--- src/rtl/riscv_pkg.sv ---
// riscv_pkg: shared types and constants for the MIRISCV data-memory arbiter.
package riscv_pkg;

  localparam int unsigned ARB_PORTS    = 2;
  // Wide enough for the largest supported timeout (1023).
  localparam int unsigned ARB_TO_CNT_W = 10;

  typedef enum logic {
    IDLE = 1'b0,
    BUSY = 1'b1
  } arb_state_t;

endpackage

--- src/rtl/miriscv_rr_arbiter.sv ---
// miriscv_rr_arbiter: picks the winner among the two data-memory requesters.
// MIRISCV_ARB_ROUND_ROBIN_EN: when defined, simultaneous requests go to the
// port that did not win last; otherwise port 0 always wins ties.
module miriscv_rr_arbiter
  import riscv_pkg::*;
(
  input  logic [ARB_PORTS-1:0] req_i,
  input  logic                 last_grant_i,
  output logic [ARB_PORTS-1:0] grant_o
);

`ifdef MIRISCV_ARB_ROUND_ROBIN_EN
  // Tie goes to the port other than the previous winner.
  always_comb begin
    grant_o = '0;
    if (req_i[0] && req_i[1]) begin
      grant_o = last_grant_i ? 2'b01 : 2'b10;
    end else begin
      grant_o = req_i;
    end
  end
`else
  // Fixed priority: history is not needed.
  logic unused_last_grant;
  assign unused_last_grant = last_grant_i;

  // Tie always goes to port 0 (the LSU).
  always_comb begin
    grant_o = '0;
    if (req_i[0] && req_i[1]) begin
      grant_o = 2'b01;
    end else begin
      grant_o = req_i;
    end
  end
`endif

endmodule

--- src/rtl/miriscv_dmem_arbiter.sv ---
// miriscv_dmem_arbiter: two-master arbiter in front of a single data memory
// port, one outstanding transaction at a time, with a BUSY timeout.
// MIRISCV_ARB_ROUND_ROBIN_EN selects round-robin tie-breaking (default: port 0 wins).
module miriscv_dmem_arbiter
  import riscv_pkg::*;
#(
  parameter int unsigned TIMEOUT_CYCLES = 255
) (
  input  logic        clk_i,
  input  logic        arstn_i,

  input  logic        m0_req_i,
  input  logic        m0_we_i,
  input  logic [3:0]  m0_be_i,
  input  logic [31:0] m0_addr_i,
  input  logic [31:0] m0_wdata_i,
  output logic [31:0] m0_rdata_o,
  output logic        m0_ready_o,
  output logic        m0_err_o,
  output logic        m0_stall_o,

  input  logic        m1_req_i,
  input  logic        m1_we_i,
  input  logic [3:0]  m1_be_i,
  input  logic [31:0] m1_addr_i,
  input  logic [31:0] m1_wdata_i,
  output logic [31:0] m1_rdata_o,
  output logic        m1_ready_o,
  output logic        m1_err_o,
  output logic        m1_stall_o,

  output logic        data_req_o,
  output logic        data_we_o,
  output logic [3:0]  data_be_o,
  output logic [31:0] data_addr_o,
  output logic [31:0] data_wdata_o,
  input  logic [31:0] data_rdata_i,
  input  logic        mem_ready_i
);

  localparam logic [ARB_TO_CNT_W-1:0] TO_LIMIT = ARB_TO_CNT_W'(TIMEOUT_CYCLES);

  arb_state_t              state_q, state_d;
  logic [ARB_TO_CNT_W-1:0] cnt_q, cnt_d;
  logic                    owner_q, owner_d;
  logic                    last_grant_q, last_grant_d;
  logic                    we_q, we_d;
  logic [3:0]              be_q, be_d;
  logic [31:0]             addr_q, addr_d;
  logic [31:0]             wdata_q, wdata_d;

  logic [ARB_PORTS-1:0]    req;
  logic [ARB_PORTS-1:0]    grant;
  logic                    timeout_hit;
  logic                    done;
  logic                    timeout_err;

  assign req = {m1_req_i, m0_req_i};

  miriscv_rr_arbiter u_arb (
    .req_i        (req),
    .last_grant_i (last_grant_q),
    .grant_o      (grant)
  );

  // A ready from memory in the timeout cycle wins over the timeout.
  assign timeout_hit = (cnt_q == TO_LIMIT);
  assign done        = mem_ready_i || timeout_hit;
  assign timeout_err = timeout_hit && !mem_ready_i;

  // State register and latched transaction fields.
  always_ff @(posedge clk_i) begin
    if (arstn_i) begin
      state_q      <= IDLE;
      cnt_q        <= '0;
      owner_q      <= 1'b0;
      last_grant_q <= 1'b1;
      we_q         <= 1'b0;
      be_q         <= '0;
      addr_q       <= '0;
      wdata_q      <= '0;
    end else begin
      state_q      <= state_d;
      cnt_q        <= cnt_d;
      owner_q      <= owner_d;
      last_grant_q <= last_grant_d;
      we_q         <= we_d;
      be_q         <= be_d;
      addr_q       <= addr_d;
      wdata_q      <= wdata_d;
    end
  end

  // Next state: grant and latch in IDLE, count or complete in BUSY.
  always_comb begin
    state_d      = state_q;
    cnt_d        = cnt_q;
    owner_d      = owner_q;
    last_grant_d = last_grant_q;
    we_d         = we_q;
    be_d         = be_q;
    addr_d       = addr_q;
    wdata_d      = wdata_q;
    unique case (state_q)
      IDLE: begin
        if (|grant) begin
          state_d      = BUSY;
          cnt_d        = '0;
          owner_d      = grant[1];
          last_grant_d = grant[1];
          we_d         = grant[1] ? m1_we_i    : m0_we_i;
          be_d         = grant[1] ? m1_be_i    : m0_be_i;
          addr_d       = grant[1] ? m1_addr_i  : m0_addr_i;
          wdata_d      = grant[1] ? m1_wdata_i : m0_wdata_i;
        end
      end
      BUSY: begin
        if (done) begin
          state_d = IDLE;
        end else begin
          cnt_d = cnt_q + 1'b1;
        end
      end
      default: state_d = IDLE;
    endcase
  end

  // Outputs: memory side from latched fields, response routed to the owner only.
  always_comb begin
    data_req_o   = 1'b0;
    data_we_o    = 1'b0;
    data_be_o    = '0;
    data_addr_o  = '0;
    data_wdata_o = '0;
    m0_ready_o   = 1'b0;
    m0_err_o     = 1'b0;
    m0_rdata_o   = '0;
    m1_ready_o   = 1'b0;
    m1_err_o     = 1'b0;
    m1_rdata_o   = '0;
    if (!arstn_i && state_q == BUSY) begin
      data_req_o   = 1'b1;
      data_we_o    = we_q;
      data_be_o    = be_q;
      data_addr_o  = addr_q;
      data_wdata_o = wdata_q;
      if (owner_q) begin
        m1_ready_o = done;
        m1_err_o   = timeout_err;
        m1_rdata_o = mem_ready_i ? data_rdata_i : '0;
      end else begin
        m0_ready_o = done;
        m0_err_o   = timeout_err;
        m0_rdata_o = mem_ready_i ? data_rdata_i : '0;
      end
    end
  end

  assign m0_stall_o = m0_req_i && !m0_ready_o;
  assign m1_stall_o = m1_req_i && !m1_ready_o;

endmodule

--- config.mk ---
export PLATFORM = sky130hd
export DESIGN_NAME = miriscv_dmem_arbiter
export DESIGN_NICKNAME = d
export VERILOG_FILES = /design/src/rtl/riscv_pkg.sv /design/src/rtl/miriscv_rr_arbiter.sv /design/src/rtl/miriscv_dmem_arbiter.sv
export SDC_FILE = /design/constraint.sdc
export NUM_CORES = 1
export LEC_CHECK = 0
export BUFFER_PORTS_ARGS = -buffer_cell sky130_fd_sc_hd__buf_2
export CAP_MARGIN = 40
export CELL_PAD_IN_SITES_DETAIL_PLACEMENT = 0
export CELL_PAD_IN_SITES_GLOBAL_PLACEMENT = 1
export CORE_ASPECT_RATIO = 1.5
export CORE_UTILIZATION = 30
export DETAILED_ROUTE_END_ITERATION = 6
export GPL_TIMING_DRIVEN = 0
export PLACE_DENSITY_LB_ADDON = 0.1
export SYNTH_ARGS = -nofsm -noshare
export SYNTH_HDL_FRONTEND = slang
export SYNTH_SLANG_ARGS = --single-unit
--- constraint.sdc ---
create_clock -name clk_i -period 4.2 [get_ports clk_i]
set_input_delay 0.84 -clock clk_i [delete_from_list [all_inputs] [get_ports clk_i]]
set_output_delay 0.84 -clock clk_i [all_outputs]
set_load 0.02 [all_outputs]
* Word level (Yosys, flattened, before mapping)
Index checks and enable logic that the tools add are counted.
Operators by class: $add $sub $neg 1, equality and inequality tests 3, multiplexer cells 29, bitwise logic cells 1, reduce and logical (&&, ||, !) cells 13
Operator list (count):
- 32-bit two-way mux | 9
- 10-bit two-way mux | 2
- 10-bit one-hot mux with 2 select lines | 1
- 1-bit two-way mux | 13
- 10-bit by 1-bit adder with 10-bit output (second input constant) | 1
- 10-bit by 8-bit == test with 1-bit output (second input constant) | 1
- 4-bit two-way mux | 2
- 1-bit logical AND | 5
- 1-bit logical NOT | 4
- 2-bit != test (second input constant) | 2
- 2-bit AND reduction | 2
- 2-bit two-way mux | 1
- 1-bit one-hot mux with 2 select lines | 1
- 2-bit OR reduction | 1
- 1-bit logical OR | 1
- 1-bit inverter | 1
Storage, ports and cells: flip-flop bits (word level) 81, input bits 175, output and inout bits 140, logic and storage cells 54

* Logic depth before layout (Yosys ltp)
Gate-level depths: netlist of the first run.
word-level depth 6, depth in mapped cells 6, depth with buffers taken out 5

* Modules after synthesis
Synthesis of the first run repeated with hierarchy kept, for this count alone.
Second synthesis, totals: cell total of the unflattened synthesis 587, area, all modules 4581.9 um^2
Modules (own cells, without submodules):
- miriscv_dmem_arbiter | instances 1, cells each 585, area each 4571.9 um^2, seq. area each 1641.6 um^2
- miriscv_rr_arbiter | instances 1, cells each 2, area each 10.0 um^2, seq. area each 0.0 um^2

* Worst setup path after synthesis of the first run
No wires, ideal clock.
path kind input to output, start in arstn_i, end out m1_err_o, arrival time 1.946 ns, data required time 3.360 ns, path slack 1.414 ns, stages on the path 4, path buffers 1, cell sequence clkbuf_1 nor2_2 nand2_1 nor3_1
On the way: cells in the longest elaborated chain, start to end 3
RTL lines:
- start, declared | RTL line miriscv_dmem_arbiter.sv:10 | input logic arstn_i,
- 1-bit logical NOT | RTL line miriscv_dmem_arbiter.sv:141 | if (!arstn_i && state_q == BUSY) begin
- 1-bit logical AND | RTL line miriscv_dmem_arbiter.sv:141
- 1-bit two-way mux | RTL line miriscv_dmem_arbiter.sv:141
- end, declared | RTL line miriscv_dmem_arbiter.sv:29 | output logic m1_err_o,
Every way passes these cells.

* Worst setup path after layout of the first run
start in arstn_i, end out m1_rdata_o[18]
On the way: cells in the longest elaborated chain, start to end 3
RTL lines:
- 1-bit logical NOT | RTL line miriscv_dmem_arbiter.sv:141
- 1-bit logical AND | RTL line miriscv_dmem_arbiter.sv:141
- 32-bit two-way mux | RTL line miriscv_dmem_arbiter.sv:141
- end, declared | RTL line miriscv_dmem_arbiter.sv:27 | output logic [31:0] m1_rdata_o,
Every way passes these cells.

==> metrics.md, run 1 <==
| Metric | Value |
|---|---|
| Setup bufs post-CTS | `0` |
| Slew of the pin with the lowest slew margin | `roughly 0.65 ns` |
| Post-DP Area | `between 6000 and 7000 µm²` |
| CTS tree | `built` |
| Initial antenna violation count | `2` |
| DR DRC count | `0` |
| Synth Instances | `580` |
| Main area contributors after synthesis | `dfxtp_1 35%, mux2i_1 15%, a211oi_1 11%` |
| Routed Antenna Nets | `0` |
| Total power | `2.095 mW` |
| Power Dens Cells | `between 300 and 400 nW/µm²` |
| Global route overflow | `0` |
| Post-cts hold buffer count | `0` |
| Netlist cell types | `36` |
| Via Count | `5266` |
| Vias in the first global route | `between 5000 and 6000` |
| Pleak | `roughly 3.4 nW` |
| Outcome | `completed` |
| Reg2Reg Depth | `6` |
| Fin Setup TNS | `0 ns` |
| Ys async rst share | `0%` |
| CP Class | `in -> out` |
| CTS Sinks | `slightly above 80` |
| First-pass GRT wire length | `~25000 µm` |
| Yosys top cell area share | `about a third` |
| DIE AREA | `approximately 16000 µm²` |
| Avg WL per Cell | `about 15 µm` |
| Clock buffer depth | `2` |
| Worst hold path stage count | `2` |
| Critical Path Slowest Stage Cell | `nor2_2` |
| RSZ-0062 raised after global routing | `no` |
| Chip height | `around 150 µm` |
| Clock Latency Late Sink | `about 0.34 ns` |
| Min cycle time layout | `3.650 ns` |
| Critical path peak fanout | `10` |
| Fin area | `roughly 6700 µm²` |
| CTS root buf | `clkbuf_16` |
| Detailed placement HPWL | `13720 µm` |
| Number of nets in the layout | `between 1000 and 1500` |
| Final Slew Violations | `0` |
| Hold WC Path Type | `reg -> reg` |
| CP arrival | `~2.8 ns` |
| Hold worst-path end | `wdata_q[30]` |
| Max_slew headroom | `56.91%` |
| FILL cells | `about 1600` |
| TritonCTS Buffers | `9` |
| F_max | `around 0.27 GHz` |
| Die Wd | `approximately 100 µm` |
| YS warnings | `0` |
| Tot GR Track Use | `between 20% and 30%` |
| Initial DRC Count | `120` |
| Pre-antenna DRT Iters | `4` |
| Final Hold Fails | `0` |
| Critical-path cell list | `buf_2 > clkbuf_1 > nor2_2 > nand2_1 > clkbuf_1 > nor2_1 > buf_2` |
| FF-to-FF setup slack | `about 2.3 ns` |
| Register area share after synthesis | `35.14%` |
| Count leader, synth | `nor2_1` |
| Required @ worst endpoint | `roughly 3.4 ns` |
| CP endpoint kind | `output port` |
| Ports | `about 320` |
| Worst vdd ir | `approximately 0.00019 V` |
| Worst path max stage delay | `0.46 ns` |
| Syn Nets | `756` |
| Site Rows | `55` |
| Vias per cell | `between 4 and 5` |
| Routed WL | `16880 µm` |
| Core footprint | `between 15000 and 20000 µm²` |
| CTS clock-pin slew for the worst setup and hold paths | `0.06 ns` |
| Synth Cell Area | `~4600 µm²` |
| Starting density of the core | `about 30%` |
| Worst Skew | `0.006372 ns` |
| P&R area growth vs syn | `45.61%` |
| Most used DFF post-synth | `dfxtp_1` |
| Port bufs | `~310` |
| Final GP Congestion | `0.8207` |
| Commonest cells post-synth | `139 x nor2_1, 81 x dfxtp_1, 70 x a211oi_1, 69 x and2_1, 69 x mux2i_1` |
| Largest area contributor in the netlist | `dfxtp_1` |
| Post-cts gate resize count | `0` |
| Crit Reg-Reg Endpoint | `cnt_q[9]` |
| Final setup fails | `0` |
| Largest net degree at the start of global routing | `14` |
| CP Launch Type | `input port` |
| Final period util | `roughly 87%` |
| CTS H-tree lvls | `3` |
| Hold_sp | `wdata_q[30]` |
| Post-synth EDFFs | `0` |
| Fraction of layout cells with a size suffix above 1 | `between 30% and 40%` |
| Max-capacitance violation count | `0` |
| Mean Syn Cell Area | `7.956 µm²` |
| RR Startpoint | `cnt_q[0]` |
| Seq cells post-synth | `between 80 and 90` |
## where the power goes
| part | internal, mW | switching (mW) | total (mW) |
|---|---|---|---|
| logic | 0.191 | 0.265 | 0.456 |
| clock network | 0.454 | 0.314 | 0.767 |
| registers | 0.839 | 0.0326 | 0.872 |
| total | 1.48 | 0.611 | 2.09 |
## cells in the final DEF, fill, tap and decap left out, types with 4 or more instances in the layout
| cell type | synthesis | layout |
|---|---|---|
| buf_2 | 18 | 332 |
| nor2_1 | 139 | 139 |
| dfxtp_1 | 81 | 81 |
| a211oi_1 | 70 | 70 |
| and2_1 | 69 | 69 |
| mux2i_1 | 69 | 69 |
| nand2_1 | 39 | 39 |
| clkbuf_1 | 30 | 30 |
| clkbuf_16 | 0 | 9 |
| nand3_1 | 7 | 7 |
| a21oi_1 | 7 | 7 |
| a311oi_2 | 5 | 5 |
| nor3_1 | 4 | 4 |
| o21ai_0 | 4 | 4 |
## worst max path at each step
| stage | start | end | slack, ns | cells after the start |
|---|---|---|---|---|
| floorplan | arstn_i | m1_err_o | 1.41 | 4 |
| global placement | arstn_i | m1_rdata_o[18] | 0.46 | 7 |
| detailed placement | arstn_i | m1_rdata_o[18] | 0.50 | 7 |
| CTS | arstn_i | m1_rdata_o[18] | 0.49 | 7 |
| global route | arstn_i | m1_rdata_o[18] | 0.46 | 7 |
| finish | arstn_i | m1_rdata_o[18] | 0.55 | 7 |
## worst max-delay path: cells and delay by family
family	cells	cell delay [ns]
AND/OR/NAND/NOR	3	1.07
buffers and inverters	4	0.88
## routing by layer
layer | up-vias | share of wire, % | track usage [%]
met5 | - | 0.077 | 0
met4 | 2 | 3.1 | 8.518
met3 | 28 | 8.6 | 5.818
met2 | 239 | 52 | 39.24
met1 | 2358 | 36 | 20.21
li1 | 2639 | - | -
## registers in the layout, summed over array words and instances, names as in the netlist
signal / count
addr_q: 32
be_q: 4
cnt_q: 10
owner_q: 1
state_q: 1
wdata_q: 32
we_q: 1
## per-stage QoR
| stage | std cells | worst slack [ns] | util, % | hold WS (ns) |
|---|---|---|---|---|
| floorplan | 580 | 1.414 | - | 0.4716 |
| detailed placement | 1093 | 0.4960 | 42.70 | 0.4865 |
| global placement | 1093 | 0.4564 | 42.70 | 0.4829 |
| global route | 1107 | 0.4559 | 44.57 | 0.5089 |
| finish | 1108 | 0.5501 | 44.58 | 0.4933 |
| CTS | 1107 | 0.4908 | 44.57 | 0.4945 |
## cell families after synthesis
| group | synth area share, % |
|---|---|
| buf+inv | 5.450 |
| flops | 35.14 |
| fa+ha+maj | 0.2711 |
| compound gates | 16.13 |
| simple gates | 28.04 |
| mux | 14.97 |
## final cells by class
cell class,count,area [µm²],area share [%]
sequential,81,1622,24.13
clock inverter,5,56.30,0.8380
inverter,3,11.26,0.1676
multi-input combinational,443,2741,40.80
buffer,53,240.2,3.575
timing repair buffer,314,1572,23.39
clock buffer,9,225.2,3.352
antenna,1,2.502,0.03724
tap,199,249.0,3.706
Note: power is estimated with default switching activity, not from simulation.
==> run 2, diff against run 1 <==
Settings changed: CORE_ASPECT_RATIO 1.5 to 1.1, RECOVER_POWER from default to 50.
==> run 2 against run 1 <==
Non-clock buffer count stayed put; fmax is 0.29% higher; largest power group is now the clock network; die area hardly changed; global-route usage hardly changed; total power is 6.5% higher; clock skew is 0.0026 ns higher; sequential power hardly changed; sequential share of layout area hardly changed; worst setup slack better by 0.011 ns; routed wire length is 1.4% lower; clock-buffer cell count is 2 higher; clock power is 18% higher.
==> metrics.md, run 2 (synthesis gave the netlist of run 1 again) <==
| Metric | Value |
|---|---|
| Hold WC Path Type | `reg -> reg` |
| Worst Skew | `0.008954 ns (+0.002582 ns)` |
| Worst path max stage delay | `0.50 ns (+0.04 ns)` |
| Core footprint | `15050 µm² (-0.11%)` |
| TritonCTS Buffers | `9 (unchanged)` |
| Routed WL | `16650 µm (-1.4%)` |
| Largest net degree at the start of global routing | `14 (unchanged)` |
| Pleak | `3.232 nW (-3.9%)` |
| Detailed placement HPWL | `13170 µm (-4.0%)` |
| Required @ worst endpoint | `3.36 ns (about the same)` |
| F_max | `0.2748 GHz (+0.29%)` |
| Global route overflow | `0 (unchanged)` |
| CTS Sinks | `81 (unchanged)` |
| Vias in the first global route | `5014 (+0.26%)` |
| Avg WL per Cell | `15.04 µm (-1.3%)` |
| Routed Antenna Nets | `0 (unchanged)` |
| CTS root buf | `clkbuf_16` |
| Int Power | `1.622 mW (+9.4%)` |
| Outcome | `completed` |
| Setup bufs post-CTS | `0 (unchanged)` |
| Site Rows | `47 (-15%)` |
| Critical-path cell list | `clkbuf_1 > clkbuf_1 > nor2_2 > nand2_1 > clkbuf_1 > nor2_1 > buf_2` |
| Commonest non-fill, non-tap cell in the layout | `buf_2` |
| Most frequent cells in the layout | `294 x buf_2, 140 x nor2_1, 81 x dfxtp_1, 72 x clkbuf_1, 70 x a211oi_1` |
| Critical path peak fanout | `10 (unchanged)` |
| CP arrival | `2.80 ns (about the same)` |
| Post-cts gate resize count | `0 (unchanged)` |
| Starting density of the core | `30.65% (+0.033 points)` |
| CP Launch Type | `input port` |
| Vias per cell | `4.665 (-1.8%)` |
| Via Count | `5164 (-1.9%)` |
| Port bufs | `314 (unchanged)` |
| Clock Latency Late Sink | `0.33 ns (about the same)` |
| Power Dens Cells | `332.0 nW/µm² (+6.5%)` |
| Fin Setup TNS | `0 ns (unchanged)` |
| Die Wd | `120.3 µm (+16%)` |
| CTS tree | `built` |
| Clock buffer depth | `2 (unchanged)` |
| Final period util | `86.65% (-0.25 points)` |
| Critical Path Slowest Stage Cell | `nor2_2` |
| Worst vdd ir | `0.0001495 V (-22%)` |
| FILL cells | `1608 (+0.82%)` |
| Max-capacitance violation count | `0 (unchanged)` |
| Initial DRC Count | `138 (+15%)` |
| CTS H-tree lvls | `3 (unchanged)` |
| Number of nets in the layout | `1081 (unchanged)` |
| DIE AREA | `15880 µm² (about the same)` |
| Clock share of power | `40.7% (+4.1 points)` |
| Final Slew Violations | `0 (unchanged)` |
| Initial antenna violation count | `1 (-1)` |
| Ports | `315 (unchanged)` |
| Sequential power share | `39.0% (-2.6 points)` |
| Largest regs | `addr_q (32), wdata_q (32), cnt_q (10)` |
| Final GP Congestion | `0.8147 (-0.73%)` |
| CTS clock-pin slew for the worst setup and hold paths | `0.06 ns (about the same)` |
| Switching share of power | `27.27% (-1.9 points)` |
| Post-cts hold buffer count | `0 (unchanged)` |
| Total power | `2.230 mW (+6.5%)` |
| RSZ-0062 raised after global routing | `no` |
| CP Class | `in -> out` |
| Final setup fails | `0 (unchanged)` |
| First-pass GRT wire length | `25740 µm (+3.3%)` |
| Final Hold Fails | `0 (unchanged)` |
| Slew of the pin with the lowest slew margin | `1.046 ns (+0.3999 ns)` |
| Most used cell, CP | `clkbuf_1` |
| P&R area growth vs syn | `45.58% (about the same)` |
| Fraction of layout cells with a size suffix above 1 | `34.84% (-4.5 points)` |
| Psw | `0.6083 mW (-0.51%)` |
| Combinational share of power | `20.3% (-1.4 points)` |
| Tot GR Track Use | `20.64% (about the same)` |
| Max_slew headroom | `30.25% (-27 points)` |
| Chip height | `132.1 µm (-14%)` |
| Pre-antenna DRT Iters | `4 (unchanged)` |
| DR DRC count | `0 (unchanged)` |
| Min cycle time layout | `3.639 ns (-0.01069 ns)` |
| CP endpoint kind | `output port` |
==> run 2: changes by cell type in the layout (fill, tap and decap cells not counted) <==
cell / change
nor2_1: +1
bufinv_16: +2
buf_1: -1
clkbuf_8: +1
clkbuf_1: +42
buf_2: -38
buf_6: -1
nor2_2: -1
clkinv_2: -1
inv_6: -1
buf_4: -1
==> run 2: worst paths after layout <==
path              slack (ns)       endpoint        start  cells past startpoint
hold / removal          0.49    wdata_q[20]  wdata_q[20]                      2
hold reg to reg         0.49    wdata_q[20]  wdata_q[20]                      2
setup / recovery        0.56  m1_rdata_o[7]      arstn_i                      7
setup reg to reg        2.17       cnt_q[7]      state_q                      4
==> run 2: power groups by stage <==
stage	clock network, mW	registers [mW]	logic [mW]
after floorplan	0	0.878	0.278
after global placement	0	0.885	0.455
after detailed placement	0	0.887	0.462
after CTS	0.929	0.871	0.463
after global routing	0.964	0.879	0.501
final	0.908	0.871	0.452
==> run 2: area by class of cell <==
cell class,count,area (µm²),share of cell area [%]
Timing Repair Buffer,314,1533,22.82
Clock inverter,5,102.6,1.527
Sequential cell,81,1622,24.14
Buffer,53,220.2,3.278
Clock buffer,11,242.7,3.613
Multi-Input combinational cell,443,2739,40.77
Tap cell,196,245.2,3.651
Antenna cell,1,2.502,0.03725
Inverter,3,11.26,0.1676
==> run 2: per-stage QoR <==
step                      setup WS (ns)  cell area [µm²]  hold WS [ns]  utilization (%)  cells
after global placement           0.5146             6431        0.4811            42.72   1090
after detailed placement         0.5102             6431        0.4865            42.72   1090
after floorplan                   1.414             4614        0.4716                -    580
after global routing             0.4180             6718        0.5124            44.62   1107
after CTS                        0.5200             6777        0.4949            45.01   1106
final                            0.5608             6718        0.4920            44.62   1107
==> run 2: per-layer routing <==
layer	track usage [%]	vias to the layer above	part of all wire, %
li1	-	2644	-
met1	23.46	2326	41
met2	38.51	178	52
met3	4.239	16	5.4
met4	5.556	0	1.5
met5	0	-	0
==> run 2: critical path, delay by kind of cell <==
family | cells | cell delay, ns
buf+inv | 4 | 0.92
simple gates | 3 | 1.03
==> run 3, diff against run 2 <==
==> constraint.sdc (replaced) <==
create_clock -name clk_i -period 4.6 [get_ports clk_i]
set_input_delay 0.92 -clock clk_i [delete_from_list [all_inputs] [get_ports clk_i]]
set_output_delay 0.92 -clock clk_i [all_outputs]
set_load 0.05 [all_outputs]
==> run 3 against run 2 <==
Cell count unchanged; worst hold slack about the same; via count about the same; routed wire length down 0.19%; critical path depth unchanged; core utilization unchanged; worst setup slack better by 0.18 ns; clock-buffer cell count unchanged; final area unchanged; combinational power up 5.3%; clock power down 8.7%; clock skew about the same; largest cell class unchanged; highest routed layer unchanged.
==> metrics.md, run 3 (synthesis gave the netlist of run 1 again) <==
| Metric | Value |
|---|---|
| Fin Setup TNS | `0 ns (unchanged)` |
| F_max | `about 0.26 GHz` |
| Vias per cell | `4.668 (about the same)` |
| Post-cts gate resize count | `0 (unchanged)` |
| Worst vdd ir | `0.0001376 V (-8.0%)` |
| Reg2Reg Depth | `4 (unchanged)` |
| CTS clock-pin slew for the worst setup and hold paths | `0.06 ns (about the same)` |
| Fraction of layout cells with a size suffix above 1 | `34.84% (unchanged)` |
| Avg WL per Cell | `15.01 µm (-0.19%)` |
| Site Rows | `47 (unchanged)` |
| First-pass GRT wire length | `25740 µm (unchanged)` |
| CP Class | `in -> out` |
| DIE AREA | `15880 µm² (unchanged)` |
| CTS Sinks | `81 (unchanged)` |
| Pre-antenna DRT Iters | `6 (+2)` |
| Commonest non-fill, non-tap cell in the layout | `buf_2` |
| Hold WS | `0.4920 ns (+0.00003800 ns)` |
| Initial DRC Count | `138 (unchanged)` |
| Worst Skew | `0.008651 ns (-0.0003027 ns)` |
| Final setup fails | `0 (unchanged)` |
| Largest net degree at the start of global routing | `14 (unchanged)` |
| Min cycle time layout | `around 3.9 ns` |
| CTS root buf | `clkbuf_16` |
| Vias in the first global route | `5014 (unchanged)` |
| Slew of the pin with the lowest slew margin | `1.034 ns (-0.01241 ns)` |
| Final period util | `around 84%` |
| Routed WL | `16620 µm (-0.19%)` |
| Detailed placement HPWL | `13170 µm (unchanged)` |
| FILL cells | `1606 (-0.12%)` |
| P&R area growth vs syn | `45.58% (unchanged)` |
| Critical path peak fanout | `10 (unchanged)` |
| Starting density of the core | `30.65% (unchanged)` |
| CTS tree | `built` |
| Power Dens Cells | `312.5 nW/µm² (-5.9%)` |
| Final Hold Fails | `0 (unchanged)` |
| Most frequent cells in the layout | `294 x buf_2, 140 x nor2_1, 81 x dfxtp_1, 72 x clkbuf_1, 70 x a211oi_1` |
| Clock buffer depth | `2 (unchanged)` |
| Tot GR Track Use | `20.64% (unchanged)` |
| TritonCTS Buffers | `9 (unchanged)` |
| Hold_sp | `wdata_q[20]` |
| Post-cts hold buffer count | `0 (unchanged)` |
| CP endpoint kind | `output port` |
| Via Count | `5167 (+0.058%)` |
| Chip height | `132.1 µm (unchanged)` |
| Ports | `315 (unchanged)` |
| DR DRC count | `0 (unchanged)` |
| Max_slew headroom | `31.08% (+0.83 points)` |
| RSZ-0062 raised after global routing | `no` |
| Die Wd | `120.3 µm (unchanged)` |
| Required @ worst endpoint | `3.68 ns (+0.32 ns)` |
| CP arrival | `2.94 ns (+0.14 ns)` |
| Final Slew Violations | `0 (unchanged)` |
| CP startpoint | `arstn_i` |
| Hold WC Path Type | `reg -> reg` |
| Setup bufs post-CTS | `0 (unchanged)` |
| Multi-input logic area | `2739 µm² (unchanged)` |
| RR Startpoint | `state_q` |
| Pleak | `3.229 nW (about the same)` |
| Port bufs | `314 (unchanged)` |
| Core footprint | `15050 µm² (unchanged)` |
| Number of nets in the layout | `1081 (unchanged)` |
| Outcome | `completed` |
| Register area | `1622 µm² (unchanged)` |
| CTS H-tree lvls | `3 (unchanged)` |
| Largest regs | `addr_q (32), wdata_q (32), cnt_q (10)` |
| Final GP Congestion | `0.8147 (unchanged)` |
| Routed Antenna Nets | `0 (unchanged)` |
| Worst hold path stage count | `2 (unchanged)` |
| Initial antenna violation count | `1 (unchanged)` |
| Clock Latency Late Sink | `0.33 ns (about the same)` |
| CP Launch Type | `input port` |
| Max-capacitance violation count | `0 (unchanged)` |
| Global route overflow | `0 (unchanged)` |
run 3: cell counts in the layout (fill, tap and decap cells not counted):
No cell type changed its count.
run 3: cell type report:
class	count	area share, %
Antenna cell	1	0.03725
Buffer	53	3.297
Clock buffer	11	3.613
Clock inverter	5	1.527
Inverter	3	0.1676
Multi-Input combinational cell	443	40.77
Sequential cell	81	24.14
Tap cell	196	3.651
Timing Repair Buffer	314	22.80
run 3: critical path: stages:
cell and delay, ns:
clkbuf_1 0.12, clkbuf_1 0.30, nor2_2 0.49, nand2_1 0.31, clkbuf_1 0.29, nor2_1 0.21
buf_2 0.30
run 3: path summary, 6_finish.rpt:
path         slack, ns            end
min               0.49    wdata_q[20]
max reg2reg       2.60       cnt_q[7]
max               0.74  m1_rdata_o[7]
min reg2reg       0.49    wdata_q[20]
run 3: per-layer routing:
layer  GRT usage (%)  share of wire, %
met4           5.556               1.5
met1           23.46                41
met5               0                 0
met3           4.239               5.5
met2           38.51                52
run 3: where the power goes:
group          internal, mW  total (mW)  switching (mW)
Clock                 0.545       0.829           0.284
Combinational         0.170       0.476           0.305
Sequential            0.766       0.795          0.0286
run 3: stage by stage:
stage	instances	total power [mW]	instance area, µm²	worst slack (ns)	utilization, %
global route	1107	2.204	6718	0.5590	44.62
global placement	1090	1.286	6431	0.6555	42.72
CTS	1106	2.129	6777	0.6609	45.01
floorplan	580	1.119	4614	1.058	-
detailed placement	1090	1.295	6431	0.6510	42.72
finish	1107	2.100	6718	0.7368	44.62
